File: config.mk
export PLATFORM = sky130hd
export DESIGN_NAME = player_ctrl_param_flat
export DESIGN_NICKNAME = d
export VERILOG_FILES = /design/src/rtl/player_ctrl_if.sv /design/src/rtl/player_ctrl_param.sv /design/src/flat_wrapper.sv
export SDC_FILE = /design/constraint.sdc
export NUM_CORES = 1
export LEC_CHECK = 0
export ABC_AREA = 1
export CORE_MARGIN = 3
export CORE_UTILIZATION = 45
export DETAILED_ROUTE_END_ITERATION = 16
export GPL_TIMING_DRIVEN = 0
export HOLD_SLACK_MARGIN = 0.02
export PLACE_DENSITY = 0.61
export SLEW_MARGIN = 5
export SYNTH_ARGS = -nofsm -noshare
export SYNTH_HDL_FRONTEND = slang
export SYNTH_SLANG_ARGS = --single-unit
File: constraint.sdc
create_clock -name clk -period 3.86 [get_ports clk]
set_input_delay 0.386 -clock clk [delete_from_list [all_inputs] [get_ports clk]]
set_output_delay 0.386 -clock clk [all_outputs]
set_load 0.01 [all_outputs]
File: src/rtl/player_ctrl_if.sv
// Player controller bus: button/self_state in from the board side, drawing
// controls and ship position out to the self-drawing datapath.
interface player_ctrl_if #(
  parameter int XW = 8
);
  logic [3:0]    button;
  logic [3:0]    self_state;
  logic [1:0]    op;
  logic [XW-1:0] x;
  logic          self_enable;
  logic          fire_active;
  logic          fire_ready;
  logic [1:0]    fire_state;

  // No handshake: inputs are level signals sampled every clock; outputs are
  // valid every cycle outside reset. fire_state mirrors the fire FSM for debug.
  modport master (
    output button, self_state,
    input  op, x, self_enable, fire_active, fire_ready, fire_state
  );
  modport slave (
    input  button, self_state,
    output op, x, self_enable, fire_active, fire_ready, fire_state
  );
endinterface

File: src/rtl/player_ctrl_param.sv
// Player-ship controller: synchronised active-low buttons, auto-repeat clamped
// movement, and a fire/cooldown FSM driving the self-drawing datapath.
module player_ctrl_param #(
  parameter int XW          = 8,
  parameter int X_INIT      = 82,
  parameter int X_MIN       = 0,
  parameter int X_MAX       = 150,
  parameter int STEP        = 10,
  parameter int MOVE_PERIOD = 25000000,
  parameter int FIRE_LEN    = 1250000,
  parameter int COOL_LEN    = 48750000,
  parameter int AUTO_FIRE   = 0
) (
  input  logic          clk,
  input  logic          reset_n,
  player_ctrl_if.slave  bus
);

  localparam int MOVE_LOAD_I = MOVE_PERIOD - 1;
  localparam int FIRE_LOAD_I = FIRE_LEN - 1;
  localparam int COOL_LOAD_I = (COOL_LEN > 0) ? COOL_LEN - 1 : 0;
  localparam int FC_MAX      = (FIRE_LOAD_I > COOL_LOAD_I) ? FIRE_LOAD_I : COOL_LOAD_I;
  // +1 so a power-of-two load value still fits.
  localparam int MW = (MOVE_LOAD_I > 0) ? $clog2(MOVE_LOAD_I + 1) : 1;
  localparam int FW = (FC_MAX > 0) ? $clog2(FC_MAX + 1) : 1;

  localparam logic [MW-1:0] MOVE_LOAD = MW'(MOVE_LOAD_I);
  localparam logic [FW-1:0] FIRE_LOAD = FW'(FIRE_LOAD_I);
  localparam logic [FW-1:0] COOL_LOAD = FW'(COOL_LOAD_I);
  localparam logic          HAS_COOL  = (COOL_LEN > 0);
  localparam logic          AUTO      = (AUTO_FIRE != 0);

  localparam logic [XW:0]   STEP_E    = (XW+1)'(STEP);
  localparam logic [XW:0]   XMAX_E    = (XW+1)'(X_MAX);
  localparam logic [XW:0]   LEFT_LIM  = (XW+1)'(X_MIN + STEP);

  typedef enum logic [1:0] {
    ST_IDLE = 2'd0,
    ST_FIRE = 2'd1,
    ST_COOL = 2'd2
  } fire_state_t;

  typedef enum logic [1:0] {
    DIR_NONE  = 2'd0,
    DIR_RIGHT = 2'd1,
    DIR_LEFT  = 2'd2
  } dir_t;

  logic [3:0]    r_btn_s1;
  logic [3:0]    r_btn_s2;
  logic [XW-1:0] r_x;
  logic [MW-1:0] r_mctr;
  dir_t          r_prev_dir;
  fire_state_t   r_state;
  logic [FW-1:0] r_fctr;
  logic          r_fire_prev;

  logic          w_right;
  logic          w_left;
  logic          w_fire;
  logic          w_alive;
  logic          w_fire_req;
  dir_t          w_dir;
  logic [XW:0]   w_sum;
  logic [XW-1:0] w_x_right;
  logic [XW-1:0] w_x_left;
  logic [XW-1:0] w_x_move;

  always_ff @(posedge clk or negedge reset_n) begin
    if (!reset_n) begin
      r_btn_s1 <= 4'hF;
      r_btn_s2 <= 4'hF;
    end else begin
      r_btn_s1 <= bus.button;
      r_btn_s2 <= r_btn_s1;
    end
  end

  assign w_right    = ~r_btn_s2[0];
  assign w_left     = ~r_btn_s2[1];
  assign w_fire     = ~r_btn_s2[3];
  assign w_alive    = (bus.self_state == 4'd1);
  assign w_fire_req = (w_fire & ~r_fire_prev) | (AUTO & w_fire);

  always_comb begin
    w_dir = DIR_NONE;
    if (w_right && !w_left)      w_dir = DIR_RIGHT;
    else if (w_left && !w_right) w_dir = DIR_LEFT;
  end

  // Clamp in XW+1 bits so neither direction can wrap.
  always_comb begin
    w_sum     = {1'b0, r_x} + STEP_E;
    w_x_right = (w_sum > XMAX_E) ? XW'(X_MAX) : w_sum[XW-1:0];
    w_x_left  = ({1'b0, r_x} < LEFT_LIM) ? XW'(X_MIN) : (r_x - XW'(STEP));
    w_x_move  = (w_dir == DIR_RIGHT) ? w_x_right : w_x_left;
  end

  always_ff @(posedge clk or negedge reset_n) begin
    if (!reset_n) begin
      r_x        <= XW'(X_INIT);
      r_mctr     <= '0;
      r_prev_dir <= DIR_NONE;
    end else if (!w_alive || w_dir == DIR_NONE) begin
      r_mctr     <= '0;
      r_prev_dir <= DIR_NONE;
    end else if (w_dir != r_prev_dir) begin
      r_x        <= w_x_move;
      r_mctr     <= MOVE_LOAD;
      r_prev_dir <= w_dir;
    end else if (r_mctr == '0) begin
      r_x        <= w_x_move;
      r_mctr     <= MOVE_LOAD;
    end else begin
      r_mctr     <= r_mctr - MW'(1);
    end
  end

  // Edge history follows the synced fire bit in every state, so a press held
  // through cooldown is not seen as a new edge.
  always_ff @(posedge clk or negedge reset_n) begin
    if (!reset_n) begin
      r_state     <= ST_IDLE;
      r_fctr      <= '0;
      r_fire_prev <= 1'b0;
    end else begin
      r_fire_prev <= w_fire;
      case (r_state)
        ST_IDLE: begin
          if (w_fire_req && w_alive) begin
            r_state <= ST_FIRE;
            r_fctr  <= FIRE_LOAD;
          end
        end
        ST_FIRE: begin
          if (!w_alive) begin
            r_state <= ST_IDLE;
            r_fctr  <= '0;
          end else if (r_fctr == '0) begin
            r_state <= HAS_COOL ? ST_COOL : ST_IDLE;
            r_fctr  <= HAS_COOL ? COOL_LOAD : '0;
          end else begin
            r_fctr  <= r_fctr - FW'(1);
          end
        end
        ST_COOL: begin
          if (!w_alive || r_fctr == '0) begin
            r_state <= ST_IDLE;
            r_fctr  <= '0;
          end else begin
            r_fctr  <= r_fctr - FW'(1);
          end
        end
        default: begin
          r_state <= ST_IDLE;
          r_fctr  <= '0;
        end
      endcase
    end
  end

  always_comb begin
    bus.op          = 2'b00;
    bus.self_enable = 1'b0;
    if (w_alive) begin
      bus.self_enable = 1'b1;
      bus.op          = (r_state == ST_FIRE) ? 2'b10 : 2'b00;
    end else if (bus.self_state == 4'd2) begin
      bus.self_enable = 1'b1;
      bus.op          = 2'b01;
    end
  end

  assign bus.x           = r_x;
  assign bus.fire_active = (r_state == ST_FIRE);
  assign bus.fire_ready  = (r_state == ST_IDLE) && w_alive;
  assign bus.fire_state  = r_state;

endmodule

File: src/flat_wrapper.sv
// flat-port wrapper written by rule: the top's interface ports become plain ports
module player_ctrl_param_flat 
#(
  parameter int XW          = 8,
  parameter int X_INIT      = 82,
  parameter int X_MIN       = 0,
  parameter int X_MAX       = 150,
  parameter int STEP        = 10,
  parameter int MOVE_PERIOD = 25000000,
  parameter int FIRE_LEN    = 1250000,
  parameter int COOL_LEN    = 48750000,
  parameter int AUTO_FIRE   = 0
)
  (clk, reset_n, bus_button, bus_self_state, bus_op, bus_x, bus_self_enable, bus_fire_active, bus_fire_ready, bus_fire_state);
  player_ctrl_if #(.XW(XW)) bus_i ();
  input  logic clk;
  input  logic reset_n;
  input wire logic [$bits(bus_i.button)-1:0] bus_button;
  input wire logic [$bits(bus_i.self_state)-1:0] bus_self_state;
  output wire logic [$bits(bus_i.op)-1:0] bus_op;
  output wire logic [$bits(bus_i.x)-1:0] bus_x;
  output wire logic [$bits(bus_i.self_enable)-1:0] bus_self_enable;
  output wire logic [$bits(bus_i.fire_active)-1:0] bus_fire_active;
  output wire logic [$bits(bus_i.fire_ready)-1:0] bus_fire_ready;
  output wire logic [$bits(bus_i.fire_state)-1:0] bus_fire_state;
  assign bus_i.button = bus_button;
  assign bus_i.self_state = bus_self_state;
  assign bus_op = bus_i.op;
  assign bus_x = bus_i.x;
  assign bus_self_enable = bus_i.self_enable;
  assign bus_fire_active = bus_i.fire_active;
  assign bus_fire_ready = bus_i.fire_ready;
  assign bus_fire_state = bus_i.fire_state;
  player_ctrl_param #(.XW(XW), .X_INIT(X_INIT), .X_MIN(X_MIN), .X_MAX(X_MAX), .STEP(STEP), .MOVE_PERIOD(MOVE_PERIOD), .FIRE_LEN(FIRE_LEN), .COOL_LEN(COOL_LEN), .AUTO_FIRE(AUTO_FIRE)) u_core (.clk(clk), .reset_n(reset_n), .bus(bus_i));
endmodule
Word-level counts from Yosys, hierarchy flattened --
Cells that the tools add are included.
Cells by class: div/mod/pow operators 0, bitwise gates (word level) 6, $add $sub $neg 4, muxes and demuxes 27, shift-type cells 0, equal/unequal tests 9, multiply operators 0, order comparisons 2, reductions and logical operators 15
Operator list (number):
- $mux W26 | 4
- $pmux W26 S3 | 1
- $mux W25 | 3
- $mux W8 | 5
- $logic_not A26 Y1 | 1
- $sub A26 B1 Y26 const B | 1
- $logic_not A25 Y1 | 1
- $sub A25 B1 Y25 const B | 1
- $mux W2 | 10
- $add A8 B4 Y9 const B | 1
- $gt A9 B8 Y1 const B | 1
- $lt A8 B4 Y1 const B | 1
- $sub A8 B4 Y8 const B | 1
- $pmux W2 S3 | 1
- $not A1 Y1 | 5
- $eq A2 B1 Y1 const B | 2
- $eq A4 B1 Y1 const B | 1
- $eq A4 B2 Y1 const B | 1
- $logic_and A1 B1 Y1 | 4
- $logic_not A2 Y1 | 2
- $ne A2 B1 Y1 const B | 2
- $reduce_bool A2 Y1 | 2
- $mux W1 | 3
- $ne A3 B3 Y1 const B | 1
- 7 further kinds | 8
Storage, ports and cells: memory bits (writable) 0, bits in registers 72, memories kept 0, output and inout bits 15, latch bits 0, logic and storage cells 71, memory bits (read-only) 0, input port bits 10

Depth between registers and ports, before layout --
depth after elaboration 8, gate-level depth with buffers 13, gate-level depth less buffers 13

Least setup slack after synthesis --
OpenSTA, ideal clock, no wires.
path kind reg-to-reg, from reg u_core.r_btn_s2[0], to reg u_core.r_mctr[11], slack 2.079 ns, clock period less this slack 1.781 ns, path buffers 2, cell stages (with the launch flop) 10, data required time 3.725 ns, library setup time 0.135 ns, arrival 1.647 ns, path through dfstp_2 > inv_1 > ha_1 > buf_2 > xnor2_1 > nand3_1 > o21bai_4 > nand2_4 > buf_2 > o21ai_0
Between the ends: word-level cells in the longest chain between the ends 6, elaborated cells on any way between the ends 10, those cells by class eq/ne (1); mux (4); bitwise (1); reduce/logical (4)
Ends and longest elaborated chain:
- start: declaration | line player_ctrl_param.sv:50 | logic [3:0] r_btn_s2;
- start signal: assignment | line player_ctrl_param.sv:75 | r_btn_s2 <= r_btn_s1;
- $logic_and A1 B1 Y1 / $not A1 Y1 (equally long branches) | line player_ctrl_param.sv:88, player_ctrl_param.sv:79
- $mux W2 / $logic_and A1 B1 Y1 (equally long branches) | line player_ctrl_param.sv:88, player_ctrl_param.sv:87
- $mux W2 * | line player_ctrl_param.sv:87 | if (w_right && !w_left) w_dir = DIR_RIGHT;
- $ne A2 B2 Y1 / $logic_not A2 Y1 (equally long branches) | line player_ctrl_param.sv:107, player_ctrl_param.sv:104
- $mux W25 / $logic_or A1 B1 Y1 (equally long branches) | line player_ctrl_param.sv:107, player_ctrl_param.sv:104
- $mux W25 * | line player_ctrl_param.sv:104 | end else if (!w_alive || w_dir == DIR_NONE) begin
- end signal: assignment | line player_ctrl_param.sv:115 | r_mctr <= r_mctr - MW'(1);
- end: declaration | line player_ctrl_param.sv:52 | logic [MW-1:0] r_mctr;
Mark *: on every way between the ends. The rest lies on a longest branch, timed or not. A chain may end at the register's enable or synchronous reset.

Worst setup path in the final report --
from in bus_self_state[3], to out bus_op[1]
Between the ends: word-level cells in the longest chain between the ends 2
Ends and longest elaborated chain:
- start: declaration | line flat_wrapper.sv:19 | input wire logic [$bits(bus_i.self_state)-1:0] bus_self_state;
- $eq A4 B1 Y1 | line player_ctrl_param.sv:82 | assign w_alive = (bus.self_state == 4'd1);
- $mux W2 | line player_ctrl_param.sv:165 | if (w_alive) begin
- end: declaration | line flat_wrapper.sv:20 | output wire logic [$bits(bus_i.op)-1:0] bus_op;
No other way between the ends.

==> summary.md <==
| Metric | Value |
|---|---|
| Syn Inst Count | `606` |
| Ys async rst share | `1.00` |
| Leakage Power | `2.62 nW` |
| Via count | `3807` |
| Post-CTS setup buffer count | `0` |
| Reg clk slew, reported paths | `0.08 ns` |
| #FFs+latches synth | `69` |
| Critical Path Fanout Max | `9` |
| Most Used Layer, Global Route | `met2` |
| Slew Limit Fails | `0` |
| Slew margin rel. | `0.638` |
| Die Ht | `104 µm` |
| Seq/Total Area, Yosys | `0.400` |
| Met2 usage | `0.315` |
| Fin worst setup slack | `1.24 ns` |
| Drt wl/cell | `12.8 µm` |
| Hold Crit Class | `register to register` |
| IO Port Bufs | `22` |
| IO Pins | `25` |
| Vias per Instance | `4.91` |
| Fmax | `382 MHz` |
| Number of global-route vias before repair | `3562` |
| Clock sink count | `69` |
| Synth unique cells | `36` |
| Fin nets | `658` |
| First-pass GRT wire length | `17.0 mm` |
| Syn. warnings | `0` |
| Placed cell count | `758` |
| Placer Congestion | `0.884` |
| Clock tree root driver cell | `clkbuf_8` |
| Clock Latency Late Sink | `0.35 ns` |
| Startpoint Class | `primary input` |
| M1 GR Usage | `0.263` |
| Post-Place Cell Area | `0.00474 mm²` |
| Fraction of layout cells with a size suffix above 1 | `0.0991` |
| Cell Area, Synth | `0.00434 mm²` |
| Number of synthesized flops with an enable pin | `0` |
| Number of diodes | `0` |
| Crit. End Element | `output pin` |
| Outcome | `finished, final reports clean` |
| Area Overhead vs Synth | `14.3%` |
| First-pass iteration count of the detailed router | `4` |
| Finished Core Util | `0.532` |
| Main synth FF type | `dfrtp_1` |
| PostCTS Resize Cnt | `0` |
| Die W | `104 µm` |
| Initial Util | `0.465` |
| Worst slew pin tran | `0.537 ns` |
| Cell taking the most area after synthesis | `dfrtp_1` |
| Longest Clk Path Bufs | `2` |
| VDD IR max | `0.275 mV` |
| Dominant cell by count in the synthesized netlist | `nand2_1` |
| Final wirelength | `9.91 mm` |
| Crit path required time | `3.47 ns` |
| Die Area | `0.0109 mm²` |
| Clk_skew | `0.00971 ns` |
| Total power | `2.88 mW` |
| Rows | `35` |
| Post-DP HPWL | `7.35 mm` |
| Initial DRC count | `144` |
| RSZ-0062 raised after global routing | `no` |
| Hold Vio Cnt, Final | `0` |
| Pwr/cell area | `581 mW/mm²` |
| Syn_nets | `623` |
| CTS H-tree depth | `3` |
| Clock buffer count from CTS | `9` |
| GRT Overall Usage | `0.191` |
| Non-filler instance count after layout | `775` |
| Setup violators final | `0` |
| Residual DRC | `0` |
| Initial antenna violation count | `0` |
| CORE AREA | `0.00933 mm²` |
| Synth area leaders | `dfrtp_1 (35%), nand2_1 (15%), nor2_1 (8.0%)` |
| Largest net degree at the start of global routing | `36` |
| CTS tree | `built` |
| Global route overflow | `0` |
| Synth cell count leaders | `nand2_1 (179), nor2_1 (92), inv_1 (70)` |
| Syn_area_per_cell | `7.16 µm²` |
| Grt met3 use | `0.0317` |
| Part of the cycle the worst path needs | `0.678` |
| CP arrival | `2.23 ns` |
| Final Cell Area | `0.00496 mm²` |
| Minimum clock period | `2.62 ns` |
| Setup CP Type | `primary input to output pin` |
| Yosys top cell area share | `0.346` |
| Max cap viols | `0` |
| Hold Buf Count CTS | `1` |
| Pre-CTS WS | `1.24 ns` |
| Routed Antenna Nets | `0` |
-- cell usage in the layout, fill, tap and decap left out, types with 8 or more instances in the layout --
cell type / netlist / routed
dfstp_2: 9 / 9
o21ai_0: 24 / 24
nor2_1: 92 / 92
nor2_2: 10 / 10
dfrtp_1: 60 / 60
clkdlybuf4s50_1: 0 / 21
nand2_1: 179 / 179
nand4_1: 18 / 18
clkbuf_8: 0 / 11
xnor2_1: 13 / 13
a21oi_1: 10 / 10
xor2_1: 27 / 27
nand3_1: 33 / 33
o21ai_1: 8 / 8
inv_1: 70 / 70
-- layer usage --
metal	wire, µm	vias up	part of all wire
li1	-	1967	-
met2	4520	96	0.46
met4	112	0	0.011
met3	519	12	0.052
met1	4760	1732	0.48
met5	0	-	0
-- logic make-up after synthesis --
logic type | Yosys count | synth area share
other | 1 | 0.000864
adders and majority gates | 7 | 0.0202
buffers and inverters | 82 | 0.0761
DFF | 69 | 0.400
xor gates and xnor gates | 40 | 0.0807
AOI/OAI and AO/OA | 49 | 0.0625
and+or+nand+nor | 358 | 0.359
-- report_power, final --
part / internal [mW] / switching [mW] / leakage (nW)
clock network: 0.334 / 0.291 / 0.102
logic: 0.475 / 0.770 / 1.63
registers: 0.855 / 0.158 / 0.893
total: 1.66 / 1.22 / 2.62
-- worst paths after layout --
check / start / endpoint / slack (ns) / depth (start not counted)
setup reg to reg: u_core.r_btn_s2[0] / u_core.r_mctr[11] / 1.75 / 9
min in group asynchronous: reset_n / u_core.r_mctr[1] / 0.52 / 2
hold / removal: u_core.r_btn_s1[3] / u_core.r_btn_s2[3] / 0.36 / 0
setup / recovery: bus_self_state[3] / bus_op[1] / 1.24 / 5
hold reg to reg: u_core.r_btn_s1[3] / u_core.r_btn_s2[3] / 0.36 / 0
max in group asynchronous: reset_n / u_core.r_btn_s1[3] / 2.72 / 3
-- sequential cells by signal, indices dropped and copies added (netlist names) --
register / flops
u_core.r_fctr: 26
u_core.bus.x: 7
u_core.r_mctr: 25
u_core.r_btn_s2: 3
u_core.r_btn_s1: 3
u_core.r_fire_prev: 1
u_core.r_prev_dir: 2
u_core.bus.fire_state: 2
-- critical path, cell delays in order --
cell	delay [ns]
clkdlybuf4s50_1	0.43
nor2_1	0.19
nand3_4	0.19
nor2_2	0.41
clkdlybuf4s50_1	0.63
-- area by class of cell --
type,count,area [µm²]
multi-input combinational,455,2270
tap,129,161
fill,937,4370
clock buffer,11,151
clock inverter,5,58.8
inverter,73,275
buffer,9,55.1
sequential,69,1740
timing repair buffer,24,248
-- per-stage QoR --
step / hold WS [ns] / TNS (ns)
2_1_floorplan: 0.0904 / 0
3_3_place_gp: 0.347 / -3.09
3_5_place_dp: 0.348 / 0
4_1_cts: 0.360 / 0
5_1_grt: 0.362 / 0
6_report: 0.359 / 0
(Power assumes the default switching activity.)
